### config.mk
export PLATFORM = sky130hd
export DESIGN_NAME = ace_ccu_snoop_conflict_tracker
export DESIGN_NICKNAME = d
export VERILOG_FILES = /design/src/rtl/ace_ccu_snoop_conflict_tracker_pkg.sv /design/src/rtl/ace_ccu_snoop_conflict_tracker_lzc.sv /design/src/rtl/ace_ccu_snoop_conflict_tracker.sv
export SDC_FILE = /design/constraint.sdc
export NUM_CORES = 1
export LEC_CHECK = 0
export ABC_AREA = 1
export BUFFER_PORTS_ARGS = -buffer_cell sky130_fd_sc_hd__buf_2
export CORE_MARGIN = 2
export CORE_UTILIZATION = 45
export CTS_BUF_LIST = sky130_fd_sc_hd__clkbuf_8
export CTS_CLUSTER_DIAMETER = 150
export CTS_CLUSTER_SIZE = 28
export DETAILED_ROUTE_END_ITERATION = 8
export MAX_ROUTING_LAYER = met4
export SLEW_MARGIN = 0
export SYNTH_ARGS = -nofsm -noshare
export SYNTH_HDL_FRONTEND = slang
export SYNTH_SLANG_ARGS = --single-unit
### constraint.sdc
create_clock -name clk_i -period 19.45 [get_ports clk_i]
set_clock_uncertainty 0.2 [all_clocks]
set_input_delay 0.9725 -clock clk_i [delete_from_list [all_inputs] [get_ports clk_i]]
set_output_delay 0.9725 -clock clk_i [all_outputs]
set_load 0.01 [all_outputs]
### src/rtl/ace_ccu_snoop_conflict_tracker_pkg.sv
// ace_ccu_snoop_conflict_tracker_pkg: shared defaults for the snoop conflict tracker
package ace_ccu_snoop_conflict_tracker_pkg;
  localparam int unsigned DefMaxTrans    = 4;
  localparam int unsigned DefCmAddrWidth = 58;
endpackage

### src/rtl/ace_ccu_snoop_conflict_tracker_lzc.sv
// ace_ccu_snoop_conflict_tracker_lzc: trailing-zero count, index of the lowest set bit
module ace_ccu_snoop_conflict_tracker_lzc
  import ace_ccu_snoop_conflict_tracker_pkg::*;
#(
  parameter int unsigned Width = DefMaxTrans
) (
  input  logic [Width-1:0]         in_i,
  output logic [$clog2(Width)-1:0] cnt_o
);
  localparam int unsigned CntW = $clog2(Width);
  // scan from the top so the lowest set bit wins
  always_comb begin
    cnt_o = '0;
    for (int i = Width - 1; i >= 0; i--) if (in_i[i]) cnt_o = CntW'(i);
  end
endmodule

### src/rtl/ace_ccu_snoop_conflict_tracker.sv
// ace_ccu_snoop_conflict_tracker: stalls snoops that hit an in-flight line or arrive while full
module ace_ccu_snoop_conflict_tracker
  import ace_ccu_snoop_conflict_tracker_pkg::*;
#(
  parameter int unsigned MaxTrans    = DefMaxTrans,
  parameter int unsigned CmAddrWidth = DefCmAddrWidth,
  parameter bit          InOrder     = 1'b1
) (
  input  logic                            clk_i,
  input  logic                            rst_i,
  input  logic                            cm_valid_i,
  input  logic                            cm_ready_i,
  input  logic [CmAddrWidth-1:0]          cm_addr_i,
  output logic                            cm_stall_o,
  output logic [$clog2(MaxTrans)-1:0]     alloc_tag_o,
  input  logic                            done_i,
  input  logic [$clog2(MaxTrans)-1:0]     done_tag_i,
  output logic [$clog2(MaxTrans+1)-1:0]   usage_o,
  output logic                            err_o
);
  localparam int unsigned TagW = $clog2(MaxTrans);
  localparam int unsigned CntW = $clog2(MaxTrans + 1);
  typedef logic [TagW-1:0] tag_t;
  typedef logic [CntW-1:0] cnt_t;

  logic [MaxTrans-1:0]    valid_q, valid_d;
  logic [CmAddrWidth-1:0] addr_q [MaxTrans];
  tag_t                   wr_ptr_q, rd_ptr_q, free_tag, rel_tag;
  cnt_t                   usage_q;
  logic                   err_q, match, full, alloc, rel_ok;

  // a presented address conflicts if any live entry holds the same line
  always_comb begin
    match = 1'b0;
    for (int i = 0; i < MaxTrans; i++) match |= valid_q[i] && (addr_q[i] == cm_addr_i);
  end

  ace_ccu_snoop_conflict_tracker_lzc #(.Width(MaxTrans)) u_free (
    .in_i (~valid_q),
    .cnt_o(free_tag)
  );

  assign full        = usage_q == cnt_t'(MaxTrans);
  assign cm_stall_o  = cm_valid_i && (match || full);
  assign alloc       = cm_valid_i && cm_ready_i && !cm_stall_o;
  assign alloc_tag_o = InOrder ? wr_ptr_q : free_tag;
  assign rel_tag     = InOrder ? rd_ptr_q : done_tag_i;
  assign rel_ok      = done_i && valid_q[rel_tag];
  assign usage_o     = usage_q;
  assign err_o       = err_q;

  // release and allocation never target the same entry: one needs it valid, the other free
  always_comb begin
    valid_d = valid_q;
    if (rel_ok) valid_d[rel_tag] = 1'b0;
    if (alloc) valid_d[alloc_tag_o] = 1'b1;
  end

  // entry table, pointers, occupancy and the delayed error pulse
  always_ff @(posedge clk_i or posedge rst_i) begin
    if (rst_i) begin
      valid_q  <= '0;
      addr_q   <= '{default: '0};
      wr_ptr_q <= '0;
      rd_ptr_q <= '0;
      usage_q  <= '0;
      err_q    <= 1'b0;
    end else begin
      valid_q  <= valid_d;
      if (alloc) addr_q[alloc_tag_o] <= cm_addr_i;
      wr_ptr_q <= wr_ptr_q + tag_t'(alloc);
      rd_ptr_q <= rd_ptr_q + tag_t'(rel_ok);
      usage_q  <= usage_q + cnt_t'(alloc) - cnt_t'(rel_ok);
      err_q    <= done_i && !rel_ok;
    end
  end
endmodule
==> results of run 1 <==
## cell usage after synthesis (all sizes together)
cell type	n
clkbuf	73
nand3	9
ha	4
nor3	1
xor2	10
buf	76
xnor2	35
or2	1
nand2	980
nand4	238
dfrtp	244
inv	207
o31ai	3
fa	1
o21ai	70
nor2	151
## per-layer routing
metal	routed length, microns	vias to the layer above	share of wire [%]
met5	0	-	0
met4	1750	0	3.3
met3	4090	72	7.8
met2	23000	579	44
met1	23500	6605	45
li1	-	6471	-
## layout make-up
| type | instances | area (sq um) | share of cell area (%) |
|---|---|---|---|
| Multi-Input combinational cell | 1503 | 6640 | 45.1 |
| Sequential cell | 244 | 6110 | 41.5 |
| Inverter | 207 | 790 | 5.36 |
| Tap cell | 402 | 503 | 3.42 |
| Timing Repair Buffer | 86 | 473 | 3.21 |
| Clock buffer | 13 | 179 | 1.22 |
| Clock inverter | 2 | 12.5 | 0.0850 |
| Antenna cell | 2 | 5.00 | 0.0340 |
## through the flow
step | cell area (sq um) | power, mW
6_report | 14700 | 2.13
5_1_grt | 14700 | 2.30
4_1_cts | 14700 | 2.12
3_5_place_dp | 14500 | 1.89
3_3_place_gp | 14500 | 1.87
2_1_floorplan | 14200 | 1.56
## registers in the layout, summed over array words and instances (netlist names)
| signal | count |
|---|---|
| addr_q | 232 |
| valid_q | 4 |
| usage_o | 3 |
| alloc_tag_o | 2 |
| rd_ptr_q | 2 |
| err_o | 1 |
## worst max path at each step
stage	endpoint	from	cells after the start	slack, ps
after floorplan	addr_q[0]$_DFFE_PP0P_	rst_i	1	11580
after global placement	alloc_tag_o[1]$_DFF_PP0_	cm_addr_i[10]	15	14770
after detailed placement	alloc_tag_o[1]$_DFF_PP0_	cm_addr_i[10]	15	14750
after CTS	alloc_tag_o[1]$_DFF_PP0_	cm_addr_i[10]	15	15360
after global routing	addr_q[127]$_DFFE_PP0P_	cm_addr_i[10]	15	15120
final	alloc_tag_o[1]$_DFF_PP0_	cm_addr_i[10]	15	15270
## worst max-delay path: cells and delay by family
| kind | cells | cell delay [ps] |
|---|---|---|
| buffers and inverters | 4 | 1860 |
| AND/OR/NAND/NOR | 9 | 1130 |
| adder cells (fa/ha/maj) | 1 | 290 |
| XOR/XNOR | 1 | 150 |
## cell families after synthesis
logic type	share of synthesized area (%)
AND/OR/NAND/NOR	40.9
AO/OA/AOI/OAI	2.63
adder cells (fa/ha/maj)	0.494
buffers and inverters	10.2
XOR/XNOR	2.78
flip-flops	43.0
## where the power goes
part	total, mW	leakage (nW)	internal [mW]	switching [mW]
Sequential	0.957	3.05	0.739	0.218
Combinational	0.936	4.89	0.289	0.647
Clock	0.235	0.103	0.0626	0.172
==> metrics.txt, run 1 <==
status=finished, final reports clean; fraction of layout cells with a size suffix above 1=7.74%; Worst-Skew Late Latency=580 ps; #FFs+latches synth=244; worst slew pin tran=1100 ps; Max-slew headroom=26.5%; max-cap viol count=0; commonest non-fill, non-tap cell in the layout=nand2_1; final worst-path cycle share=21.5%; warnings from Yosys=0; ranking of synthesized cells by area=dfrtp_1 (43%), nand2_1 (26%), nand4_1 (10%); pre-CTS setup slack=14750 ps; CP max stage cell=buf_4; met1 Use GR=48.1%; Synth cell types=20; CTS Buf Count=12; crit end category=flop; GR Overflow Total=0; first-pass GRT wire length=80000 microns; FF-to-FF End=alloc_tag_o[1]$_DFF_PP0_; fill cell count=3278; clock slew at reported path FFs=170 ps; Cell Rows=65; worst vdd ir=0.147 mV; Syn Inst Count=2103; CP peak stage delay=750 ps; initial core utilization=45.3%; Post-Syn Nets=2173; CTS max path bufs=3; CTS sink cnt=244; WHS Path Cells=2; setup ws final=15270 ps; GR Layer Usage met3=3.89%; Register-to-Register Path Depth=15; most used cell, CP=nand2_1; post-synthesis sequential area ratio=43.0%; largest net degree at the start of global routing=119; FF-to-FF setup slack=15530 ps; worst hold path class=flop to flop; cells along the critical path=buf_2 -> inv_2 -> nand2_1 -> nand2_1 -> nand2_1 -> nor2_1 -> nand3_1 -> nor2_1 -> nand2_1 -> nand3_1 -> nor3_4 -> buf_4 -> buf_4 -> ha_1 -> xor2_1; Setup Total Neg Slack=0 ps; CTS tree=done; Slew Limit Fails=0; met2 Resource Use GR=47.9%; GRT Total Usage=32.9%; # DRC=0; LEAKAGE=8.04 nW; fmax=0.239 GHz; post-synth top area cell=dfrtp_1; most frequent cells in the layout=nand2_1 (980), dfrtp_1 (242), nand4_1 (238), inv_1 (153), nor2_1 (150); Die X-Extent=182 microns; Core Region=31300 sq um; Fin Hold WS=304 ps; post-CTS resize count=0; Final Hold Viols=0; Die Area=33000 sq um; Placed Instances=2442; Yosys top cell area share=43.0%; Worst Path Required=19750 ps; Critical Path AT=4480 ps; Hold EP=addr_q[156]$_DFFE_PP0P_; Hold Buf Count CTS=0; via count of the first global-routing pass=12.8k; drt total wl=52200 microns; Die Ht=182 microns; number of DRC markers in iteration 0=1549; area grow syn2layout=3.71%; post-route insts no fill=2459; Power Density=145 nW/um^2; fin util=47.0%; min Tclk post-route=4180 ps; vias=13.7k; post-synthesis cell area=14200 sq um; Detailed Place HPWL=35700 microns; GRT Max-Usage Layer=met1; total I/O pin count=72; initial antenna violation count=3; syn_area_per_cell=6.75 sq um; clock root cell=clkbuf_8; Setup Fix Bufs, Post-CTS=0; Placer Congestion=0.977; critical path launch point type=input pin; first drt pass iteration count=5; H-tree levels=1; fin nets=2124; Via-to-Cell Ratio=5.58; Final ANT Viol Nets=0; kind of critical path=input pin to flop; launching point of the worst reg2reg path=addr_q[19]$_DFFE_PP0P_; Setup Viol. Count Final=0; unrepaired setup endpoints after global routing=false; Hold Path Origin=addr_q[156]$_DFFE_PP0P_; Max FO, Critical Path=75; routed len/inst=21.2 microns; Port Buf Inserts=69
(Power assumes the default switching activity.)
==> inputs of run 2 (changes only) <==
--- a/config.mk
+++ b/config.mk
@@ -5,7 +5,7 @@
 export SDC_FILE = /design/constraint.sdc
 export NUM_CORES = 1
 export LEC_CHECK = 0
-export ABC_AREA = 1
+export ABC_AREA = 0
 export BUFFER_PORTS_ARGS = -buffer_cell sky130_fd_sc_hd__buf_2
 export CORE_MARGIN = 2
 export CORE_UTILIZATION = 45
==> constraint.sdc (replaced) <==
create_clock -name clk_i -period 4.31 [get_ports clk_i]
set_clock_uncertainty 0.2 [all_clocks]
set_input_delay 0.2155 -clock clk_i [delete_from_list [all_inputs] [get_ports clk_i]]
set_output_delay 0.2155 -clock clk_i [all_outputs]
set_load 0.01 [all_outputs]
==> run 2 against run 1 <==
  * Final area shrank 8.0%
  * Worst hold slack lost 210 ps
  * Utilization grew 3.5 points
  * Die area shrank 14%
  * Global-route usage shrank 11 points
  * Clock power grew to 4.2 times the previous value
  * Routed wire length shrank 44%
  * Power grew to 3.8 times the previous value
  * Critical path depth shrank 3
  * Count of clock-buffer cells in the layout is the same
  * Non-clock buffer count grew 64
  * Highest routed layer unchanged
==> metrics.txt, run 2 <==
status=finished, final reports clean; Syn Inst Count=974 (-54%); Register-to-Register Path Depth=9 (-6); Hold Buf Count CTS=60 (+60); Power Density=599 nW/um^2 (+310%); Slew Limit Fails=0 (unchanged); drt total wl=29300 microns (-44%); max-cap viol count=0 (unchanged); leading cell types by count after synthesis=dfrtp_1 (244), mux2_2 (164), xnor2_1 (95); Critical Path AT=3990 ps (-490 ps); GR Overflow Total=0 (unchanged); EDFF count, synth=0 (unchanged); Detailed Place HPWL=21100 microns (-41%); warnings from Yosys=0 (unchanged); post-synthesis sequential area ratio=49.9% (+6.9 points); post-synth top area cell=dfrtp_1; H-tree levels=1 (unchanged); Via-to-Cell Ratio=5.30 (-5.0%); # DRC=0 (unchanged); kind of critical path=input pin to flop; unrepaired setup endpoints after global routing=false; ranking of synthesized cells by area=dfrtp_1 (50%), mux2_2 (15%), xnor2_1 (6.8%); initial core utilization=45.6% (+0.30 points); most common cell in the netlist=dfrtp_1; largest net degree at the start of global routing=141 (+18%); critical path launch point type=input pin; most frequent cells in the layout=dfrtp_1 (244), mux2_2 (164), xnor2_1 (95), xor2_1 (84), buf_2 (69); commonest non-fill, non-tap cell in the layout=dfrtp_1; WHS Path Cells=4 (+2); Diodes inserted=0 (-2); number of DRC markers in iteration 0=504 (-67%); post-CTS resize count=0 (unchanged); max FFs per register=232 (unchanged); largest reg by FF count=addr_q; worst slew pin tran=948 ps (-152 ps); sequential cell area=6110 sq um (-0.12%); worst hold path class=input pin to flop; Finished Cell Area=13500 sq um (-8.0%); fin util=50.5% (+3.5 points); fmax=0.265 GHz; Synth cell types=46 (+130%); area of the multi-input gates=5460 sq um (-18%); CTS sink cnt=244 (unchanged); CTS max path bufs=3 (unchanged); vias=7412 (-46%); Die Ht=169 microns (-7.0%); fraction of layout cells with a size suffix above 1=26.5% (+19 points); Setup Viol. Count Final=0 (unchanged); Die Area=28500 sq um (-14%); Yosys top cell area share=49.9% (+6.9 points); worst vdd ir=0.324 mV (+120%); fill cell count=2412 (-26%); Placer Congestion=0.903 (-7.5%); Max-slew headroom=36.8% (+10 points); dpl cell area=12800 sq um (-12%); #FFs+latches synth=244 (unchanged); min Tclk post-route=3770 ps; clock root cell=clkbuf_8; Core Region=26800 sq um (-14%); Worst-Skew Late Latency=540 ps (-40 ps); Setup Fix Bufs, Post-CTS=0 (unchanged); Max FO, Critical Path=33 (-56%); area grow syn2layout=10.8%; clock slew at reported path FFs=170 ps (about the same); via count of the first global-routing pass=7424 (-42%); asr flop ratio synth=100% (unchanged); first drt pass iteration count=4 (-1); top_reg_cell synth=dfrtp_1; initial antenna violation count=0 (-3); LEAKAGE=5.90 nW (-27%); Setup Total Neg Slack=0 ps (unchanged); first-pass GRT wire length=45200 microns (-44%); Final Hold Viols=0 (unchanged); Port Buf Inserts=69 (unchanged); GRT Total Usage=21.8% (-11 points); Cell Rows=60 (-7.7%); routed len/inst=21.0 microns (-1.3%); Die X-Extent=169 microns (-7.0%); fin nets=1127 (-47%); crit end category=flop; post-synthesis cell area=12200 sq um (-14%); CTS tree=done; CTS Buf Count=12 (unchanged); final worst-path cycle share=87.5%; total I/O pin count=72 (unchanged); syn_area_per_cell=12.6 sq um (+86%); Post-Syn Nets=1044 (-52%); Final ANT Viol Nets=0 (unchanged); Worst Path Required=4530 ps (-15220 ps)
[run 2: cell types whose count changed after synthesis, sizes merged, moves of 63 or more]
cell / change
xor2: +74
mux2: +216
o21ai: -63
inv: -153
nand4: -210
clkbuf: -69
nand2: -972
nor2: -147
[run 2: area by class of cell]
| class | instances | share of cell area, % |
|---|---|---|
| Clock buffer | 13 | 1.32 |
| Clock inverter | 1 | 0.0647 |
| Inverter | 54 | 1.52 |
| Multi-Input combinational cell | 595 | 40.3 |
| Sequential cell | 244 | 45.1 |
| Tap cell | 341 | 3.15 |
| Timing Repair Buffer | 150 | 8.52 |
[run 2: metal layers]
metal	part of all wire, %	track usage, %	up-vias
met4	2.1	4.72	0
met2	47	34.7	117
met5	0	-	-
met1	47	30.3	3763
met3	3.8	2.62	31
li1	-	-	3501
[run 2: worst paths after layout]
kind / start / endpoint / slack (ps)
worst max-delay path: cm_addr_i[51] / addr_q[51]$_DFFE_PP0P_ / 540
worst max register to register: addr_q[153]$_DFFE_PP0P_ / addr_q[51]$_DFFE_PP0P_ / 550
worst min-delay path: cm_ready_i / alloc_tag_o[0]$_DFF_PP0_ / 100
worst min register to register: addr_q[34]$_DFFE_PP0P_ / addr_q[34]$_DFFE_PP0P_ / 320
min in group asynchronous: rst_i / addr_q[49]$_DFFE_PP0P_ / 110
max in group asynchronous: rst_i / addr_q[4]$_DFFE_PP0P_ / 2630
[run 2: worst max-delay path, stage by stage]
cell and delay (ps):
dlygate4sd3_1 520, buf_2 280, xnor2_1 160, nand4_1 160, nor4_1 500, buf_4 200, nand4_1 160, o32ai_2 400
nor4_4 150, and3_2 560, buf_4 340, mux2_1 320
[run 2: cell families after synthesis]
family / Yosys count / synth area share, %
flip-flops: 244 / 49.9
adder cells (fa/ha/maj): 5 / 0.573
XOR/XNOR: 179 / 12.8
AND/OR/NAND/NOR: 125 / 6.32
buffers and inverters: 135 / 5.48
multiplexers: 233 / 21.4
AO/OA/AOI/OAI: 53 / 3.47
[run 2: power breakdown]
group          switching (mW)  internal (mW)  total, mW
clock                   0.698          0.282      0.979
combinational            1.22           1.72       2.94
sequential              0.759           3.43       4.19
[run 2: metrics by stage]
step	power (mW)	instances	setup slack, ps	hold WS, ps
6_report	8.11	1398	540	95.5
5_1_grt	8.70	1398	283	68.7
4_1_cts	8.21	1398	462	67.5
3_5_place_dp	7.19	1324	445	180
3_3_place_gp	7.06	1324	475	179
2_1_floorplan	6.44	974	691	153
